$ cat src/rtl/sram_bist_ctrl.sv
// March C- BIST initiator for one synchronous single-port SRAM bank.
// Define SRAM_BIST_ERRCNT_EN to run to completion and count every mismatch on err_count.
module sram_bist_ctrl #(
  parameter int ADDR_W = 9,
  parameter int DATA_W = 18,
  parameter int DEPTH  = 512
) (
  input  logic              clk,
  input  logic              reset,
  input  logic              start,
  output logic              busy,
  output logic              done,
  output logic              fail,
  output logic [ADDR_W-1:0] fail_addr,
  output logic [DATA_W-1:0] fail_exp,
  output logic [DATA_W-1:0] fail_got,
`ifdef SRAM_BIST_ERRCNT_EN
  output logic [15:0]       err_count,
`endif
  output logic [ADDR_W-1:0] ADDRESS,
  output logic [DATA_W-1:0] wd,
  output logic              banksel,
  output logic              read,
  output logic              write,
  input  logic [DATA_W-1:0] dataout
);

  typedef enum logic [3:0] {
    S_IDLE, S_M0, S_M1, S_M2, S_M3, S_M4, S_M5, S_DRAIN, S_DONE
  } state_t;

  localparam logic [ADDR_W-1:0] ADDR_LAST = ADDR_W'(DEPTH - 1);
  localparam logic [ADDR_W-1:0] ADDR_ONE  = ADDR_W'(1);
  localparam logic [DATA_W-1:0] D1        = '1;

  state_t              state_q, state_d;
  logic [ADDR_W-1:0]   addr_q, addr_d;
  logic                phase_q, phase_d;
  logic                pend_valid_q, pend_valid_d;
  logic [DATA_W-1:0]   pend_exp_q, pend_exp_d;
  logic [ADDR_W-1:0]   pend_addr_q, pend_addr_d;
  logic                fail_q, fail_d;
  logic [ADDR_W-1:0]   fail_addr_q, fail_addr_d;
  logic [DATA_W-1:0]   fail_exp_q, fail_exp_d;
  logic [DATA_W-1:0]   fail_got_q, fail_got_d;
`ifdef SRAM_BIST_ERRCNT_EN
  logic [15:0]         err_count_q, err_count_d;
`endif

  logic                access, el_desc, el_has_rd, el_has_wr, el_rd_one, el_wr_one;
  logic                two_op, is_rd_cycle, is_wr_cycle, last_addr, mismatch;
  logic [DATA_W-1:0]   rd_word, wr_word;
  state_t              next_el;
  logic [ADDR_W-1:0]   next_start;

  always_ff @(posedge clk) begin
    if (reset) begin
      state_q      <= S_IDLE;
      addr_q       <= '0;
      phase_q      <= 1'b0;
      pend_valid_q <= 1'b0;
      pend_exp_q   <= '0;
      pend_addr_q  <= '0;
      fail_q       <= 1'b0;
      fail_addr_q  <= '0;
      fail_exp_q   <= '0;
      fail_got_q   <= '0;
`ifdef SRAM_BIST_ERRCNT_EN
      err_count_q  <= '0;
`endif
    end else begin
      state_q      <= state_d;
      addr_q       <= addr_d;
      phase_q      <= phase_d;
      pend_valid_q <= pend_valid_d;
      pend_exp_q   <= pend_exp_d;
      pend_addr_q  <= pend_addr_d;
      fail_q       <= fail_d;
      fail_addr_q  <= fail_addr_d;
      fail_exp_q   <= fail_exp_d;
      fail_got_q   <= fail_got_d;
`ifdef SRAM_BIST_ERRCNT_EN
      err_count_q  <= err_count_d;
`endif
    end
  end

  // March element decode: direction, which ops are present, and their background words.
  always_comb begin
    access    = 1'b1;
    el_desc   = 1'b0;
    el_has_rd = 1'b0;
    el_has_wr = 1'b0;
    el_rd_one = 1'b0;
    el_wr_one = 1'b0;
    case (state_q)
      S_M0: el_has_wr = 1'b1;
      S_M1: begin el_has_rd = 1'b1; el_has_wr = 1'b1; el_wr_one = 1'b1; end
      S_M2: begin el_has_rd = 1'b1; el_has_wr = 1'b1; el_rd_one = 1'b1; end
      S_M3: begin el_desc = 1'b1; el_has_rd = 1'b1; el_has_wr = 1'b1; el_wr_one = 1'b1; end
      S_M4: begin el_desc = 1'b1; el_has_rd = 1'b1; el_has_wr = 1'b1; el_rd_one = 1'b1; end
      S_M5: el_has_rd = 1'b1;
      default: access = 1'b0;
    endcase
  end

  // Each element hands over to the next one at that element's own start address.
  always_comb begin
    next_el    = S_DRAIN;
    next_start = '0;
    case (state_q)
      S_M0: next_el = S_M1;
      S_M1: next_el = S_M2;
      S_M2: begin next_el = S_M3; next_start = ADDR_LAST; end
      S_M3: begin next_el = S_M4; next_start = ADDR_LAST; end
      S_M4: next_el = S_M5;
      default: next_el = S_DRAIN;
    endcase
  end

  assign two_op      = el_has_rd & el_has_wr;
  assign is_rd_cycle = access & el_has_rd & (~two_op | ~phase_q);
  assign is_wr_cycle = access & el_has_wr & (~two_op | phase_q);
  assign last_addr   = el_desc ? (addr_q == '0) : (addr_q == ADDR_LAST);
  assign rd_word     = el_rd_one ? D1 : '0;
  assign wr_word     = el_wr_one ? D1 : '0;
  assign mismatch    = pend_valid_q & (dataout != pend_exp_q);

  always_comb begin
    state_d      = state_q;
    addr_d       = addr_q;
    phase_d      = phase_q;
    pend_valid_d = is_rd_cycle;
    pend_exp_d   = pend_exp_q;
    pend_addr_d  = pend_addr_q;
    fail_d       = fail_q;
    fail_addr_d  = fail_addr_q;
    fail_exp_d   = fail_exp_q;
    fail_got_d   = fail_got_q;
`ifdef SRAM_BIST_ERRCNT_EN
    err_count_d  = err_count_q;
`endif

    if (is_rd_cycle) begin
      pend_exp_d  = rd_word;
      pend_addr_d = addr_q;
    end

    if (access) begin
      if (two_op && !phase_q) begin
        phase_d = 1'b1;
      end else begin
        phase_d = 1'b0;
        if (last_addr) begin
          state_d = next_el;
          addr_d  = next_start;
        end else begin
          addr_d = el_desc ? (addr_q - ADDR_ONE) : (addr_q + ADDR_ONE);
        end
      end
    end else if (state_q == S_DRAIN) begin
      state_d = S_DONE;
    end

    // Only the first mismatch is captured; the fail flag is sticky for the run.
    if (mismatch) begin
      if (!fail_q) begin
        fail_addr_d = pend_addr_q;
        fail_exp_d  = pend_exp_q;
        fail_got_d  = dataout;
      end
      fail_d = 1'b1;
`ifdef SRAM_BIST_ERRCNT_EN
      if (err_count_q != 16'hFFFF) err_count_d = err_count_q + 16'd1;
`else
      state_d      = S_DONE;
      addr_d       = '0;
      phase_d      = 1'b0;
      pend_valid_d = 1'b0;
`endif
    end

    if (start && (state_q == S_IDLE || state_q == S_DONE)) begin
      state_d      = S_M0;
      addr_d       = '0;
      phase_d      = 1'b0;
      pend_valid_d = 1'b0;
      fail_d       = 1'b0;
      fail_addr_d  = '0;
      fail_exp_d   = '0;
      fail_got_d   = '0;
`ifdef SRAM_BIST_ERRCNT_EN
      err_count_d  = '0;
`endif
    end
  end

  assign busy      = access | (state_q == S_DRAIN);
  assign done      = (state_q == S_DONE);
  assign fail      = fail_q;
  assign fail_addr = fail_addr_q;
  assign fail_exp  = fail_exp_q;
  assign fail_got  = fail_got_q;
`ifdef SRAM_BIST_ERRCNT_EN
  assign err_count = err_count_q;
`endif
  assign ADDRESS   = addr_q;
  assign wd        = is_wr_cycle ? wr_word : '0;
  assign banksel   = access;
  assign read      = is_rd_cycle;
  assign write     = is_wr_cycle;

endmodule
$ cat config.mk
export PLATFORM = sky130hd
export DESIGN_NAME = sram_bist_ctrl
export DESIGN_NICKNAME = d
export VERILOG_FILES = /design/src/rtl/sram_bist_ctrl.sv
export SDC_FILE = /design/constraint.sdc
export NUM_CORES = 1
export LEC_CHECK = 0
export CORE_UTILIZATION = 25
export CTS_CLUSTER_DIAMETER = 80
export DETAILED_ROUTE_END_ITERATION = 7
export SKIP_LAST_GASP = 1
export SLEW_MARGIN = 20
export SYNTH_ARGS = -nofsm -noshare
export SYNTH_HDL_FRONTEND = slang
export SYNTH_SLANG_ARGS = --single-unit
export TNS_END_PERCENT = 10
$ cat constraint.sdc
create_clock -name clk -period 7.8 [get_ports clk]
set_input_delay 1.56 -clock clk [delete_from_list [all_inputs] [get_ports clk]]
set_output_delay 1.56 -clock clk [all_outputs]
set_load 0.05 [all_outputs]
# Word level (Yosys, flattened, before mapping)
# Index checks and enable logic that the tools add are counted.
[totals]
word_cells = 87
ff_bits = 88
inputBits = 21
output_inout_bits = 78
[op_classes]
addsub = 2
n_bitwise = 13
n_mux = 21
n_eq_ne = 16
reduce_logical = 23
[ops]
columns = ["cell", "n"]
rows = [
  ["$mux W18", 3],
  ["$mux W9", 3],
  ["$mux W4", 5],
  ["$ne A18 B18 Y1", 1],
  ["$eq A4 B3 Y1 const B", 4],
  ["$pmux W3 S5", 1],
  ["$reduce_or A2 Y1", 5],
  ["$reduce_or A5 Y1", 2],
  ["$add A9 B1 Y9 const B", 1],
  ["$eq A9 B9 Y1 const B", 1],
  ["$logic_not A9 Y1", 1],
  ["$mux W1", 9],
  ["$reduce_and A3 Y1", 3],
  ["$sub A9 B1 Y9 const B", 1],
  ["$eq A4 B2 Y1 const B", 2],
  ["$and A1 B1 Y1", 6],
  ["$reduce_or A6 Y1", 1],
  ["$eq A4 B1 Y1 const B", 1],
  ["$eq A4 B4 Y1 const B", 1],
  ["$logic_not A4 Y1", 1],
  ["$ne A4 B1 Y1 const B", 1],
  ["$ne A4 B3 Y1 const B", 1],
  ["$not A1 Y1", 4],
  ["$reduce_and A2 Y1", 2],
  ["12 further kinds", 15],
]

# Longest topological paths before layout
[logic_depth]
depth_word = 9
mapped_depth = 8
depth_no_buf = 8

# Worst setup path before layout
# Ideal clock, no wire load.
[synth_path]
kind = "reg2out"
start = "register state_q[1]"
end = "output wd[10]"
path_stages_with_launch = 5
slack_ns = 2.132
t_required_ns = 6.240
path_buffers = 2
t_arrival_ns = 4.108
cell_sequence = "dfxtp_1 -> buf_2 -> xnor2_1 -> nor4b_1 -> buf_4"
[synth_via]
elab_chain_len = 8
word_cells_on_any_way = 21
classes_between = "eq/ne (6); mux (6); bitwise (5); reduce/logical (4)"
[synth_rtl]
columns = ["element", "line_no", "text"]
rows = [
  ["from (decl)", "36", "state_t state_q, state_d;"],
  ["from (signal assigned)", "72", "state_q <= state_d;"],
  ["$eq A4 B3 Y1 (tied with other cells)", "96", "case (state_q)"],
  ["$reduce_or A5 Y1 (no source line)", "-", ""],
  ["$mux W1", "96", ""],
  ["$and A1 B1 Y1", "121", "assign two_op = el_has_rd & el_has_wr;"],
  ["$not A1 Y1", "123", "assign is_wr_cycle = access & el_has_wr & (~two_op | phase_q);"],
  ["$or A1 B1 Y1", "123", ""],
  ["$and A1 B1 Y1", "123", ""],
  ["$mux W18 (*)", "208", "assign wd = is_wr_cycle ? wr_word : '0;"],
  ["to (decl)", "21", "output logic [DATA_W-1:0] wd,"],
]
# Mark *: on every way between the ends. The rest lies on a longest branch, timed or not.

# Worst setup path after layout
[layout_path]
start = "register state_q[1]"
end = "output read"
[layout_via]
elab_chain_len = 7
word_cells_on_any_way = 17
classes_between = "eq/ne (6); mux (3); bitwise (5); reduce/logical (3)"
[layout_rtl]
columns = ["element", "line_no", "text"]
rows = [
  ["$eq A4 B3 Y1 (tied with other cells)", "96", ""],
  ["$reduce_or A5 Y1 (no source line)", "-", ""],
  ["$mux W1", "96", ""],
  ["$and A1 B1 Y1", "121", ""],
  ["$not A1 Y1", "122", "assign is_rd_cycle = access & el_has_rd & (~two_op | ~phase_q);"],
  ["$or A1 B1 Y1", "122", ""],
  ["$and A1 B1 Y1 (*)", "122", ""],
  ["to (decl)", "23", "output logic read,"],
]
# Marks and branches as above.

==> impl_metrics.env <==
export IMPL_postRouteAntennaNets=0
export IMPL_dp_cells=585
export IMPL_cts_buffer_depth=2
export IMPL_dp_hpwl_mm=6.03
export IMPL_diodes=0
export IMPL_start_util=0.260
export IMPL_cts_inserted_buffers=5
export IMPL_netlist_area_um2=3160
export IMPL_gp_congestion=0.900
export IMPL_clk_insertion_delay_late_ns=0.29
export IMPL_cts_tree="done"
export IMPL_die_w_um=114
export IMPL_layout_drive_gt1_share=0.0494
export IMPL_ir_drop_uv=76.1
export IMPL_cts_sinks=54
export IMPL_areaGrowthSynthToFinish_pct=32.2
export IMPL_cts_hold_buf=0
export IMPL_worst_slew_pin_slew_ns=1.01
export IMPL_cts_root_buf="clkbuf_16"
export IMPL_holdPathEnd="fail_addr[5]$_SDFFE_PP0P_"
export IMPL_hold_path_class="reg -> reg"
export IMPL_std_cell_rows=40
export IMPL_fmax_mhz=234
export IMPL_rr_worst_depth=8
export IMPL_cp_top_family="buffers and inverters"
export IMPL_skew_ns=0.00509
export IMPL_crit_required_ns=6.24
export IMPL_io_pins=99
export IMPL_synth_ff_latch_count=54
export IMPL_hold_viol_final=0
export IMPL_drt_iter0_drc=227
export IMPL_fin_crit_sh=0.548
export IMPL_slowest_stage="clkdlybuf4s50_1"
export IMPL_grt_pass1_wl_mm=14.0
export IMPL_worstHoldStart="pend_addr_q[5]$_SDFFE_PP0P_"
export IMPL_die_h_um=114
export IMPL_path_buf_inv=2
export IMPL_seq_area_frac_synth=0.342
export IMPL_ys_flop_type="dfxtp_1"
export IMPL_critPathMaxFanout=14
export IMPL_final_nets=453
export IMPL_io_buffers=98
export IMPL_max_cap_violations=0
export IMPL_htree_levels=2
export IMPL_cts_resized=0
export IMPL_endpoint_kind="output pin"
export IMPL_fin_cells=593
export IMPL_synthCells=379
export IMPL_avgSynthCellArea_um2=8.35
export IMPL_rrSetupSlack_ns=4.82
export IMPL_slew_headroom=0.320
export IMPL_synth_cell_types=55
export IMPL_slew_violations=0
export IMPL_fin_tns_setup_ns=0
export IMPL_wl_per_cell_um=14.5
export IMPL_p_leak_nw=1.46
export IMPL_clkTransAtPathRegs_ns=0.07
export IMPL_grt_max_degree=60
export IMPL_antenna_found_initial=0
export IMPL_n_fill_cell=1244
export IMPL_hold_path_cell_count=2
export IMPL_synth_edf_count=0
export IMPL_max_stage_delay_ns=0.83
export IMPL_grt_pass1_vias=2739
export IMPL_grt_use_total=0.133
export IMPL_yosysWarnings=0
export IMPL_r2r_end="ADDRESS[7]$_SDFFE_PP0P_"
export IMPL_synth_fp_nets=408
export IMPL_overflow=0
export IMPL_min_period_ns=4.28
export IMPL_rsz0062_at_grt="no"
export IMPL_crit_type="reg -> out"
export IMPL_placed_cell_area_um2=4020
export IMPL_core_region_area_um2=12200
export IMPL_synth_async_reset_ratio=0
export IMPL_status="complete, no violations"
export IMPL_power_total_mw=0.602
export IMPL_die_area_um2=13100
export IMPL_drc=0
export IMPL_fin_area_um2=4180
export IMPL_routed_wl_mm=8.59
export IMPL_worstSetupStartpointType="register"
export IMPL_r2r_start="state_q[3]$_SDFFE_PP0P_"
export IMPL_vias_per_cell=5.06
export IMPL_cp_data_arrival_time_ns=2.72
export IMPL_p_per_area_nw_per_um2=144
export IMPL_post_cts_buffers=0
export IMPL_path_cells="xnor2_1 > o22ai_1 > nand2_1 > inv_1 > clkdlybuf4s50_1"
export IMPL_setup_viol=0
export IMPL_vias=2998
export IMPL_dr_pass1_iters=5
-- worst max-delay path by stage --
stage | slack (ns) | to | cells after the start | startpoint
2_1_floorplan | 2.13 | wd[10] | 4 | state_q[1]$_SDFFE_PP0P_
5_1_grt | 3.30 | read | 5 | state_q[1]$_SDFFE_PP0P_
4_1_cts | 3.15 | wd[7] | 3 | state_q[1]$_SDFFE_PP0P_
6_report | 3.52 | read | 5 | state_q[1]$_SDFFE_PP0P_
3_3_place_gp | 3.60 | fail_got[15]$_SDFFE_PP0P_ | 7 | dataout[0]
3_5_place_dp | 3.47 | wd[7] | 3 | state_q[1]$_SDFFE_PP0P_
-- flip-flops by register name (all words and copies together) (netlist names) --
register      flops
pend_valid_q      1
fail_addr         9
pend_exp_q        1
fail              1
fail_got         18
fail_exp          1
ADDRESS           9
phase_q           1
state_q           4
pend_addr_q       9
-- power by group --
group	internal, mW	total, mW	switching, mW	leakage, nW
Sequential	0.280	0.290	0.0107	0.436
Combinational	0.0338	0.0872	0.0534	0.945
Clock	0.128	0.224	0.0967	0.0739
Total	0.441	0.602	0.161	1.46
-- final cells by class --
cell class / instances / area, um2 / area share
multi-input combinational: 254 / 1710 / 0.409
sequential: 54 / 1080 / 0.259
timing repair buffer: 101 / 1000 / 0.240
tap: 168 / 210 / 0.0503
clock buffer: 7 / 143 / 0.0341
inverter: 8 / 30.0 / 0.00718
clock inverter: 1 / 5.00 / 0.00120
-- worst reg2reg max path, delay by kind of cell, from the launching register on --
family,cells,cell delay (ns)
adder cells (fa/ha/maj),1,0.30
AND/OR/NAND/NOR,3,1.09
buffers and inverters,1,0.29
AO/OA/AOI/OAI,3,0.72
flip-flops,1,0.48
-- metal layers --
layer  share of wire  vias up  track usage
li1                -     1478            -
met1            0.49     1431        0.185
met2            0.45       85        0.209
met3           0.046        4       0.0180
met4          0.0081        0       0.0459
met5               0        -            0
-- logic make-up after synthesis --
kind of cell    after synthesis  share of synthesized area
mux                           9                     0.0285
simple gates                128                      0.206
buf+inv                      71                      0.127
fa+ha+maj                     9                     0.0372
compound gates              103                      0.246
flops                        54                      0.342
xor+xnor                      5                     0.0138
-- layout by cell type, fill, tap and decap left out, types with 4 or more instances in the layout --
cell type	instances
nor4_1	4
or3_1	5
dfxtp_1	54
nand2b_1	4
clkdlybuf4s50_1	98
inv_1	8
nand3_1	9
o311ai_0	28
ha_1	7
o31ai_1	28
nand4_1	6
a211oi_1	8
clkbuf_16	5
nor3_1	10
mux2i_1	9
nor2_1	28
o21ai_0	5
nand2_1	41
a21oi_1	9
-- synth_stat cells (4+ instances only) --
cell type | instances | area share
a211oi_1 | 8 | 0.019
a21oi_1 | 10 | 0.016
buf_2 | 7 | 0.011
buf_4 | 34 | 0.081
clkbuf_1 | 21 | 0.025
dfxtp_1 | 54 | 0.34
ha_1 | 7 | 0.028
inv_1 | 8 | 0.0095
mux2i_1 | 9 | 0.028
nand2_1 | 41 | 0.049
nand2b_1 | 5 | 0.0099
nand3_1 | 9 | 0.014
nand4_1 | 6 | 0.012
nor2_1 | 28 | 0.033
nor3_1 | 10 | 0.016
nor4_1 | 4 | 0.0079
o21ai_0 | 6 | 0.0095
o311ai_0 | 28 | 0.078
o31ai_1 | 28 | 0.066
or3_1 | 5 | 0.0099
-- stage by stage --
| step | hold slack [ns] | setup WS [ns] | util |
|---|---|---|---|
| 2_1_floorplan | 0.435 | 2.13 | - |
| 3_3_place_gp | 0.443 | 3.60 | 0.331 |
| 3_5_place_dp | 0.451 | 3.47 | 0.331 |
| 4_1_cts | 0.457 | 3.15 | 0.343 |
| 5_1_grt | 0.494 | 3.30 | 0.344 |
| 6_report | 0.459 | 3.52 | 0.344 |
(Power assumes the default switching activity.)
